<file path="config.mk">
export PLATFORM = sky130hd
export DESIGN_NAME = add_seq_ctrl
export DESIGN_NICKNAME = d
export VERILOG_FILES = /design/src/rtl/add_seq_ctrl_pkg.sv /design/src/rtl/yAdder.sv /design/src/rtl/add_seq_ctrl.sv
export SDC_FILE = /design/constraint.sdc
export NUM_CORES = 1
export LEC_CHECK = 0
export ABC_AREA = 1
export CAP_MARGIN = 5
export CORE_MARGIN = 4
export CORE_UTILIZATION = 34
export CTS_CLUSTER_DIAMETER = 60
export DETAILED_ROUTE_END_ITERATION = 16
export HOLD_SLACK_MARGIN = 0.15
export PLACE_DENSITY = 0.61
export SLEW_MARGIN = 15
export SYNTH_ARGS = -nofsm -noshare
export SYNTH_HDL_FRONTEND = slang
export SYNTH_SLANG_ARGS = --single-unit
</file>
<file path="constraint.sdc">
create_clock -name clk -period 11.85 [get_ports clk]
set_clock_uncertainty 0.15 [all_clocks]
set_input_delay 2.9625 -clock clk [delete_from_list [all_inputs] [get_ports clk]]
set_output_delay 2.9625 -clock clk [all_outputs]
set_load 0.005 [all_outputs]
</file>
<file path="src/rtl/add_seq_ctrl_pkg.sv">
// Shared constants for the multi-precision add/subtract sequencer:
// slice width and FSM state encoding.
package add_seq_ctrl_pkg;

   localparam int SLICE_W = 8;

   localparam logic [1:0] ST_IDLE = 2'd0;
   localparam logic [1:0] ST_RUN  = 2'd1;
   localparam logic [1:0] ST_DONE = 2'd2;

endpackage

</file>
<file path="src/rtl/yAdder.sv">
// 8-bit ripple-carry adder slice: z = a + b + cin, cout from the MSB.
module yAdder
   import add_seq_ctrl_pkg::*;
(
   output logic [SLICE_W-1:0] z,
   output logic               cout,
   input  logic [SLICE_W-1:0] a,
   input  logic [SLICE_W-1:0] b,
   input  logic               cin
);

   logic [SLICE_W:0] w_c;

   assign w_c[0] = cin;

   for (genvar i = 0; i < SLICE_W; i++) begin : g_fa
      assign z[i]     = a[i] ^ b[i] ^ w_c[i];
      assign w_c[i+1] = (a[i] & b[i]) | (w_c[i] & (a[i] ^ b[i]));
   end

   assign cout = w_c[SLICE_W];

endmodule

</file>
<file path="src/rtl/add_seq_ctrl.sv">
// Multi-precision add/subtract sequencer: one 8-bit slice reused over WORDS
// cycles, carry held in a flop between slices, valid/ready on both sides.
module add_seq_ctrl
   import add_seq_ctrl_pkg::*;
#(
   parameter int WORDS = 4
) (
   input  logic                       clk,
   input  logic                       rst_n,
   input  logic                       in_valid,
   output logic                       in_ready,
   input  logic [SLICE_W*WORDS-1:0]   a,
   input  logic [SLICE_W*WORDS-1:0]   b,
   input  logic                       sub,
   output logic                       out_valid,
   input  logic                       out_ready,
   output logic [SLICE_W*WORDS-1:0]   z,
   output logic                       cout,
   output logic                       ovf,
   output logic                       busy
);

   localparam int W     = SLICE_W * WORDS;
   localparam int IDX_W = $clog2(WORDS);
   localparam logic [IDX_W-1:0] LAST_IDX = IDX_W'(WORDS - 1);

   logic [1:0]         r_state;
   logic [W-1:0]       r_a;
   logic [W-1:0]       r_b;
   logic [W-1:0]       r_z;
   logic               r_sub;
   logic               r_carry;
   logic               r_cout;
   logic               r_ovf;
   logic [IDX_W-1:0]   r_idx;

   logic [SLICE_W-1:0] w_a_sl;
   logic [SLICE_W-1:0] w_b_sl;
   logic [SLICE_W-1:0] w_sum;
   logic               w_cout;

   // Subtraction is A + ~B + 1: the +1 enters as the first slice carry-in.
   assign w_a_sl = r_a[r_idx*SLICE_W +: SLICE_W];
   assign w_b_sl = r_b[r_idx*SLICE_W +: SLICE_W] ^ {SLICE_W{r_sub}};

   yAdder u_slice (
      .z    (w_sum),
      .cout (w_cout),
      .a    (w_a_sl),
      .b    (w_b_sl),
      .cin  (r_carry)
   );

   always_ff @(posedge clk or negedge rst_n) begin
      if (!rst_n) begin
         r_state <= ST_IDLE;
         r_a     <= '0;
         r_b     <= '0;
         r_z     <= '0;
         r_sub   <= 1'b0;
         r_carry <= 1'b0;
         r_cout  <= 1'b0;
         r_ovf   <= 1'b0;
         r_idx   <= '0;
      end else begin
         case (r_state)
            ST_IDLE: begin
               if (in_valid) begin
                  r_a     <= a;
                  r_b     <= b;
                  r_sub   <= sub;
                  r_carry <= sub;
                  r_idx   <= '0;
                  r_state <= ST_RUN;
               end
            end
            ST_RUN: begin
               r_z[r_idx*SLICE_W +: SLICE_W] <= w_sum;
               r_carry <= w_cout;
               r_idx   <= r_idx + IDX_W'(1);
               if (r_idx == LAST_IDX) begin
                  r_idx   <= '0;
                  r_cout  <= w_cout;
                  // Signed overflow: equal operand signs but result sign differs.
                  r_ovf   <= (w_a_sl[SLICE_W-1] == w_b_sl[SLICE_W-1]) &&
                             (w_sum[SLICE_W-1] != w_a_sl[SLICE_W-1]);
                  r_state <= ST_DONE;
               end
            end
            ST_DONE: begin
               if (out_ready) begin
                  r_state <= ST_IDLE;
               end
            end
            default: r_state <= ST_IDLE;
         endcase
      end
   end

   assign in_ready  = (r_state == ST_IDLE);
   assign out_valid = (r_state == ST_DONE);
   assign busy      = (r_state != ST_IDLE);
   assign z         = r_z;
   assign cout      = r_cout;
   assign ovf       = r_ovf;

endmodule

</file>
Word level (Yosys, flattened, before mapping)
Index checks and enable logic that the tools add are counted.
{ "totals": {"register_bits": 104, "input_bits": 69, "output_inout_bits": 37} }
{ "op_classes": {"n_shift": 4, "n_mux": 10, "eq_ne": 8, "bitwise": 41, "addsub": 2, "n_reduce_logical": 8} }
{ "ops": {"columns": ["operator", "count"], "rows": [
  ["$shiftx A32 B6 Y8", 2],
  ["$neg A5 Y34", 1],
  ["$shift A8 B34 Y32 const A", 1],
  ["$shiftx A8 B34 Y32", 1],
  ["$bwmux W32", 1],
  ["$and A1 B1 Y1", 16],
  ["$xor A1 B1 Y1", 16],
  ["$mux W2", 5],
  ["$or A1 B1 Y1", 8],
  ["$xor A8 B8 Y8", 1],
  ["$pmux W2 S3", 1],
  ["$reduce_and A2 Y1", 3],
  ["$eq A2 B2 Y1 const B", 2],
  ["$ne A2 B2 Y1 const B", 2],
  ["$pmux W2 S2", 1],
  ["$reduce_bool A2 Y1", 2],
  ["$reduce_and A3 Y1", 1],
  ["$add A2 B1 Y2 const B", 1],
  ["$eq A2 B1 Y1 const B", 1],
  ["$logic_not A2 Y1", 1],
  ["$ne A2 B1 Y1 const B", 1],
  ["$pmux W1 S2", 1],
  ["$eq A1 B1 Y1", 1],
  ["$logic_and A1 B1 Y1", 1],
  ["2 further kinds", 2]
]} }

Longest topological paths before layout
Gate-level depths: netlist of the first run.
{ "depth": {"word_depth": 20, "ltp_mapped": 20, "mapped_depth_nobuf": 18} }

Modules after synthesis
From an unflattened synthesis of the first run, not the netlist that was laid out.
{ "hier_totals": {"hier_cells": 591, "hier_area_um2": 4953.5} }
{ "modules_own_cells": {"columns": ["mod", "n_inst", "cells_per_inst", "area_per_inst_um2"], "rows": [
  ["add_seq_ctrl", 1, 573, 4755.8],
  ["yAdder", 1, 18, 197.7]
]} }

Worst setup path after synthesis of the first run
OpenSTA, ideal clock, no wires.
{ "synth_timing": {"path_kind": "register to register", "startpoint": "reg r_idx[0]", "endpoint": "reg r_z[15] (netlist: z[15])", "synth_period_minus_slack_ns": 4.203, "stages_incl_launch_ff": 19, "t_arrival_ns": 3.969, "setup_ns": 0.084, "path_slack_ns": 7.647, "path_cell_list": "dfrtp_1 -> buf_4 -> inv_2 -> buf_4 -> buf_6 -> o21ai_0 -> o22ai_1 -> fa_1 -> fa_1 -> fa_1 -> fa_1 -> inv_1 -> fa_1 -> fa_1 -> fa_1 -> fa_1 -> inv_1 -> nand3_1 -> o21ai_0"} }
{ "synth_between": {"elab_chain_cells": 20, "word_cells_on_any_way": 44, "classes_between": "add/sub: 1; shift: 4; mux: 1; bitwise: 38"} }
{ "synth_lines": {"columns": ["item", "line_no", "text"], "rows": [
  ["start, declared", "add_seq_ctrl.sv:35", "logic [IDX_W-1:0] r_idx;"],
  ["start signal, assigned", "add_seq_ctrl.sv:80", "r_idx <= r_idx + IDX_W'(1);"],
  ["$shiftx A32 B6 Y8", "add_seq_ctrl.sv:44", "assign w_b_sl = r_b[r_idx*SLICE_W +: SLICE_W] ^ {SLICE_W{r_sub}};"],
  ["$xor A8 B8 Y8", "add_seq_ctrl.sv:44", null],
  ["$xor A1 B1 Y1", "yAdder.sv:17, yAdder.sv:18", null],
  ["$and A1 B1 Y1", "yAdder.sv:18", "assign w_c[i+1] = (a[i] & b[i]) | (w_c[i] & (a[i] ^ b[i]));"],
  ["$or A1 B1 Y1", "yAdder.sv:18", null],
  ["$and A1 B1 Y1", "yAdder.sv:18", null],
  ["$or A1 B1 Y1", "yAdder.sv:18", null],
  ["$and A1 B1 Y1", "yAdder.sv:18", null],
  ["[4 not listed]", null, null],
  ["$or A1 B1 Y1", "yAdder.sv:18", null],
  ["$and A1 B1 Y1", "yAdder.sv:18", null],
  ["$or A1 B1 Y1", "yAdder.sv:18", null],
  ["$and A1 B1 Y1", "yAdder.sv:18", null],
  ["$or A1 B1 Y1", "yAdder.sv:18", null],
  ["$xor A1 B1 Y1", "yAdder.sv:17", "assign z[i] = a[i] ^ b[i] ^ w_c[i];"],
  ["$shiftx A8 B34 Y32", "add_seq_ctrl.sv:78", "r_z[r_idx*SLICE_W +: SLICE_W] <= w_sum;"],
  ["$bwmux W32 (*)", "add_seq_ctrl.sv:78", null],
  ["end signal, assigned by index", "add_seq_ctrl.sv:78", null],
  ["end, declared", "add_seq_ctrl.sv:30", "logic [W-1:0] r_z;"]
]} }
Mark *: on every way between the ends. The rest lies on a longest branch, timed or not.
A chain may end at the register's enable or synchronous reset.

Final worst setup path of the first run
{ "layout_timing": {"startpoint": "reg r_idx[1]", "endpoint": "reg r_ovf (netlist: ovf)"} }
{ "layout_between": {"elab_chain_cells": 20, "word_cells_on_any_way": 38, "classes_between": "eq/ne: 3; shift: 2; bitwise: 31; reduce/logical: 2"} }
{ "layout_lines": {"columns": ["item", "line_no", "text"], "rows": [
  ["$shiftx A32 B6 Y8", "add_seq_ctrl.sv:44", null],
  ["$xor A8 B8 Y8", "add_seq_ctrl.sv:44", null],
  ["$xor A1 B1 Y1", "yAdder.sv:18", null],
  ["$and A1 B1 Y1", "yAdder.sv:18", null],
  ["$or A1 B1 Y1", "yAdder.sv:18", null],
  ["$and A1 B1 Y1", "yAdder.sv:18", null],
  ["$or A1 B1 Y1", "yAdder.sv:18", null],
  ["$and A1 B1 Y1", "yAdder.sv:18", null],
  ["[4 not listed]", null, null],
  ["$or A1 B1 Y1", "yAdder.sv:18", null],
  ["$and A1 B1 Y1", "yAdder.sv:18", null],
  ["$or A1 B1 Y1", "yAdder.sv:18", null],
  ["$and A1 B1 Y1", "yAdder.sv:18", null],
  ["$or A1 B1 Y1", "yAdder.sv:18", null],
  ["$xor A1 B1 Y1", "yAdder.sv:17", null],
  ["$ne A1 B1 Y1", "add_seq_ctrl.sv:86", "(w_sum[SLICE_W-1] != w_a_sl[SLICE_W-1]);"],
  ["$logic_and A1 B1 Y1", "add_seq_ctrl.sv:85", "r_ovf <= (w_a_sl[SLICE_W-1] == w_b_sl[SLICE_W-1]) &&"],
  ["end signal, assigned", "add_seq_ctrl.sv:85", null],
  ["end, declared", "add_seq_ctrl.sv:34", "logic r_ovf;"]
]} }
Parallel ways exist; a longest one is shown, timed or not.

==> results of run 1 <==
==> state kept, by name, summed over array words and instances (netlist names) <==
signal   cells
cout         1
ovf          1
r_a         32
r_b         32
r_carry      1
r_idx        2
r_state      2
r_sub        1
z           32
==> layer usage <==
layer,part of all wire,track usage
met2,0.46,0.246
met3,0.057,0.0282
met4,0.016,0.0474
met5,0,0
met1,0.46,0.211
==> cells by family after synthesis <==
group / count (synthesis) / share of synthesized area
buffers and inverters: 52 / 0.0532
and+or+nand+nor: 337 / 0.277
adders and majority gates: 15 / 0.0502
AOI/OAI and AO/OA: 72 / 0.0781
DFF: 104 / 0.527
xor gates and xnor gates: 8 / 0.0142
==> worst min path at each step <==
stage / endpoint / slack (ps) / cells after the start
after detailed placement: r_a[16] / 310 / 2
after global routing: r_a[16] / 350 / 2
final: r_b[11] / 320 / 2
after CTS: r_a[16] / 330 / 2
after floorplan: r_a[16] / 290 / 2
after global placement: r_a[18] / 300 / 2
==> metrics by stage <==
step	area, um^2	worst slack (ps)	instances
after floorplan	4930	7650	588
after global placement	6050	6670	846
after detailed placement	6050	6600	846
after CTS	6350	6680	862
after global routing	6350	6290	862
final	6350	6670	862
==> synth_stat cells (all sizes together) <==
cell,number,share of area
o21ai,60,0.061
nor3,1,0.0020
a32o,3,0.0061
inv,21,0.016
a21oi,3,0.0030
clkbuf,7,0.0053
nor2,16,0.017
xor2,8,0.014
nand3,38,0.039
nand2,273,0.21
o31ai,1,0.0015
dfrtp,104,0.53
o211ai,1,0.0015
or2,1,0.0013
ha,7,0.018
o22ai,4,0.0051
fa,8,0.032
buf,23,0.031
clkinv,1,0.00076
nand4,8,0.010
==> power by group <==
part           switching [mW]  leakage [nW]  total [mW]  internal, mW
sequential             0.0905          1.33       0.590         0.500
combinational           0.643          1.61       0.996         0.353
clock                   0.128         0.139       0.298         0.170
total                   0.861          3.08        1.88          1.02
==> worst min-delay path: stages, from the launching register on <==
cell	delay (ps)
dfrtp_1	340
nand2_1	50
nand2_1	40
==> cells in the final DEF, fill, tap and decap left out, drive strengths merged, types with 7 or more instances in the layout <==
cell type,Yosys,final
o21ai,60,60
clkdlybuf4s50,0,104
dfrtp,104,104
inv,21,21
clkbuf,7,12
nand3,38,38
fa,8,8
xor2,8,8
ha,7,7
nand4,8,8
nand2,273,273
nor2,16,16
==> area by class of cell <==
cell class / count / area (um^2)
multi-input cells: 432 / 2070
inverters: 22 / 82.6
clock inverters: 4 / 53.8
well taps: 180 / 225
fillers: 1365 / 7690
repair buffers: 108 / 1070
flip-flops and latches: 104 / 2600
clock buffers: 12 / 246
==> metrics, run 1 <==
status finished clean; post-synthesis sequential area ratio 0.527; Avg Vias per Cell 4.78; CTS root buf clkbuf_16; Slew Viols, Final 0; VDD IR-drop max 0.153 mV; HP Start r_b[11]; die area 16500 um^2; critical-path cell list inv_1 > nand3_1 > nand2_1 > xor2_1 > fa_1 > fa_1 > fa_1 > fa_1 > inv_1 > fa_1 > fa_1 > fa_1 > fa_1 > inv_1 > nand3_1 > nand3_1 > nand2_1; nets 761; Die Ht around 130 um; # setup viols final 0; Levels on crit path 17; syn_nets 672; unique cell type count in the Yosys netlist 28; I/O Buffers 105; TritonCTS Buffers 9; H-Tree Depth 3; clk_lat worst skew roughly 340 ps; Reg-to-Reg End ovf; wire per inst approximately 14 um; ANT cells 0; Final ANT Viol Nets 0; CP max stage delay approximately 800 ps; post_cts resized 0; min Tclk post-route 5180 ps; Mapped Area 4930 um^2; power density over the cells just under 300 nW/um^2; dpl hpwl roughly 9 mm; initial DRC count 263; Yosys warnings 0; Worst Tran Pin Value 1030 ps; GP Congestion 0.788; clk buf depth 2; Critical Path Start Type register; DRT Pass-1 Iters 5; Total Power ~1.9 mW; f_max 193 MHz; vias in the first global route ~4100; Overflow after GRT 0; FF-to-FF Start r_idx[1]; Final Cycle Share 0.437; type of the worst min-delay path register to register; Hold WS 321 ps; initial antenna violation count 0; Critical Path End ovf; # rows between 40 and 50; Synth Instances around 590; CTS tree yes; core area between 10000 and 15000 um^2; Total GRT Usage 0.153; setup tns final 0 ps; share of cells above drive strength 1 0.0440; final core utilization 0.452; Reg2Reg Depth 17; Vias about 4000; starting density of the core 0.351; reg2reg setup slack 6670 ps; global-route wire length before repair ~20 mm; Post-CTS Setup Repair Bufs 0; P_leak 3.08 nW; Largest delay share family, worst path adder cells; synthesized area per cell roughly 8.4 um^2; Worst Path Required 11930 ps; maximum capacitance violations 0; I/O pin count ~110; RSZ-0062 raised after global routing false; DRC 0; flop and latch count out of synthesis 104; clock sinks 104; Crit Path Max Fanout 22; slowest stage cell, crit path dfrtp_1; Buf/Inv on CP 3; Die W 128 um; cts hold-fix bufs 0; max_slew headroom 0.311; Most common cell on crit path fa_1; Critical path origin r_idx[1]; final hold violations 0; final wirelength 12.4 mm; area delta synth->final 28.7%; Crit Path Category register to register; crit path DAT 5260 ps; Worst-path clk slew 70 ps; largest net degree at the start of global routing 73; crit end category register
Note: power is estimated with default switching activity, not from simulation.
==> inputs of run 2 (changes only) <==
Settings changed: PLACE_DENSITY 0.61 to 0.63.
Clock period 11.85 ns to 4.2 ns, I/O delays scaled along.
==> metrics, run 2 (same netlist as run 1, synthesis figures left out) <==
Fillers 1371 (+0.44%); placed cells 858 (+1.4%); type of the worst min-delay path register to register; wire per inst 14.9 um (+3.2%); I/O pin count 106 (unchanged); Buf/Inv on CP 3 (unchanged); max_slew headroom 0.313 (+0.00231); Crit Path Max Fanout 4 (-82%); Worst Tran Pin Value 1030 ps (-3.46 ps); RSZ-0062 raised after global routing false; initial antenna violation count 0 (unchanged); f_max 247 MHz (+28%); Final ANT Viol Nets 0 (unchanged); Crit Path Category register to register; placed cell area 6140 um^2 (+1.5%); Slew Viols, Final 0 (unchanged); critical-path cell list buf_6 > nand2_4 > nand3_2 > nand2_2 > xor2_2 > fa_2 > fa_2 > fa_2 > fa_2 > inv_2 > fa_2 > fa_2 > fa_2 > fa_1 > inv_2 > nand3_1 > nand3_1 > nand2_1; # setup viols final 0 (unchanged); power density over the cells 862 nW/um^2 (+190%); status finished clean; CP max stage delay 410 ps (-370 ps); min Tclk post-route 4040 ps (-1140 ps); VDD IR-drop max 0.438 mV (+190%); I/O Buffers 105 (unchanged); P_leak 3.19 nW (+3.5%); ANT cells 0 (unchanged); Total GRT Usage 0.162 (+0.00872); die area 16500 um^2 (unchanged); Worst-path clk slew 70 ps (about the same); Avg Vias per Cell 4.85 (+1.5%); Final Cycle Share 0.962 (+0.525); H-Tree Depth 3 (unchanged); crit end category register; commonest non-fill, non-tap cell in the layout nand2_1; Worst Path Required 4280 ps (-7650 ps); largest net degree at the start of global routing 68 (-6.8%); CTS tree yes; nets 778 (+2.2%); global-route wire length before repair 21.5 mm (+5.5%); setup tns final 0 ps (unchanged); dpl hpwl 9.78 mm (+8.6%); core area 14000 um^2 (unchanged); area delta synth->final 33.1%; slowest stage cell, crit path dfrtp_2; Largest delay share family, worst path adder cells; clk_lat worst skew 350 ps (about the same); Most common cell on crit path fa_2; Overflow after GRT 0 (unchanged); DRT Pass-1 Iters 5 (unchanged); crit path DAT 4130 ps (-1130 ps); Critical Path Start Type register; clk buf depth 2 (unchanged); Die W 128 um (unchanged); clock sinks 104 (unchanged); share of cells above drive strength 1 0.0959 (+0.0519); Post-Layout Cell Count 879 (+2.0%); starting density of the core 0.351 (unchanged); final hold violations 0 (unchanged); DRC 0 (unchanged); initial DRC count 359 (+37%); # rows 43 (unchanged); Vias 4264 (+3.5%); commonest non-fill, non-tap cells in the layout nand2_1, clkdlybuf4s50_1, dfrtp_1; vias in the first global route 4296 (+5.4%); maximum capacitance violations 0 (unchanged); fin area 6570 um^2 (+3.4%); CTS root buf clkbuf_16; final wirelength 13.1 mm (+5.3%); GP Congestion 0.838 (+6.3%); Die Ht 128 um (unchanged); TritonCTS Buffers 9 (unchanged); Hold WS 319 ps (-1.97 ps)
## run 2: cell types whose count changed in the layout (fill, tap and decap cells not counted), moves of 3 or more
cell / previous run / this run
fa_2: 0 / 7
fa_1: 8 / 1
buf_6: 0 / 4
nand2_1: 272 / 268
buf_4: 4 / 17
inv_1: 16 / 13
## run 2: final timing paths
| path | cells past startpoint | from | end | slack (ps) |
|---|---|---|---|---|
| worst min register to register | 2 | r_a[18] | r_a[18] | 320 |
| max in group asynchronous | 2 | rst_n | r_b[14] | 2420 |
| worst min-delay path | 2 | r_a[18] | r_a[18] | 320 |
| worst max-delay path | 18 | r_idx[0] | ovf | 160 |
| min in group asynchronous | 1 | rst_n | z[25] | 630 |
| worst max register to register | 18 | r_idx[0] | ovf | 160 |
## run 2: metal layers
layer / GRT usage / up-vias / share of wire
met5: 0 / - / 0
met4: 0.0487 / 0 / 0.020
met3: 0.0378 / 20 / 0.054
met2: 0.262 / 142 / 0.48
met1: 0.217 / 2015 / 0.45
li1: - / 2087 / -
## run 2: tightest hold or removal path, stage by stage, from the launching register on
cell     delay, ps
dfrtp_1        340
nand2_1         50
nand2_1         50
## run 2: layout make-up
class,instances,area (um^2),area share
Sequential cell,104,2600,0.397
Multi-Input combinational cell,432,2130,0.325
Timing Repair Buffer,125,1210,0.185
Clock buffer,11,243,0.0370
Tap cell,180,225,0.0343
Inverter,22,85.1,0.0130
Clock inverter,5,63.8,0.00972
## run 2: report_power, final
| part | leakage, nW | total [mW] | internal, mW | switching (mW) |
|---|---|---|---|---|
| clock network | 0.147 | 0.859 | 0.484 | 0.374 |
| logic | 1.71 | 3.10 | 1.25 | 1.85 |
| registers | 1.33 | 1.70 | 1.41 | 0.285 |
## run 2: metrics by stage
step / power, mW / utilization / setup WS (ps)
floorplan: 3.50 / - / 15.6
global placement: 4.49 / 0.437 / 117
detailed placement: 4.57 / 0.437 / 25.4
CTS: 5.44 / 0.459 / 1.08
global route: 6.15 / 0.468 / 15.5
finish: 5.66 / 0.468 / 159
## run 2: what timing repair did
item,in CTS,in global routing
resized for setup,0,28
setup buffers,0,5
hold buffers,0,0
endpoints found under the setup margin,0,7
endpoints found under the hold margin,0,0
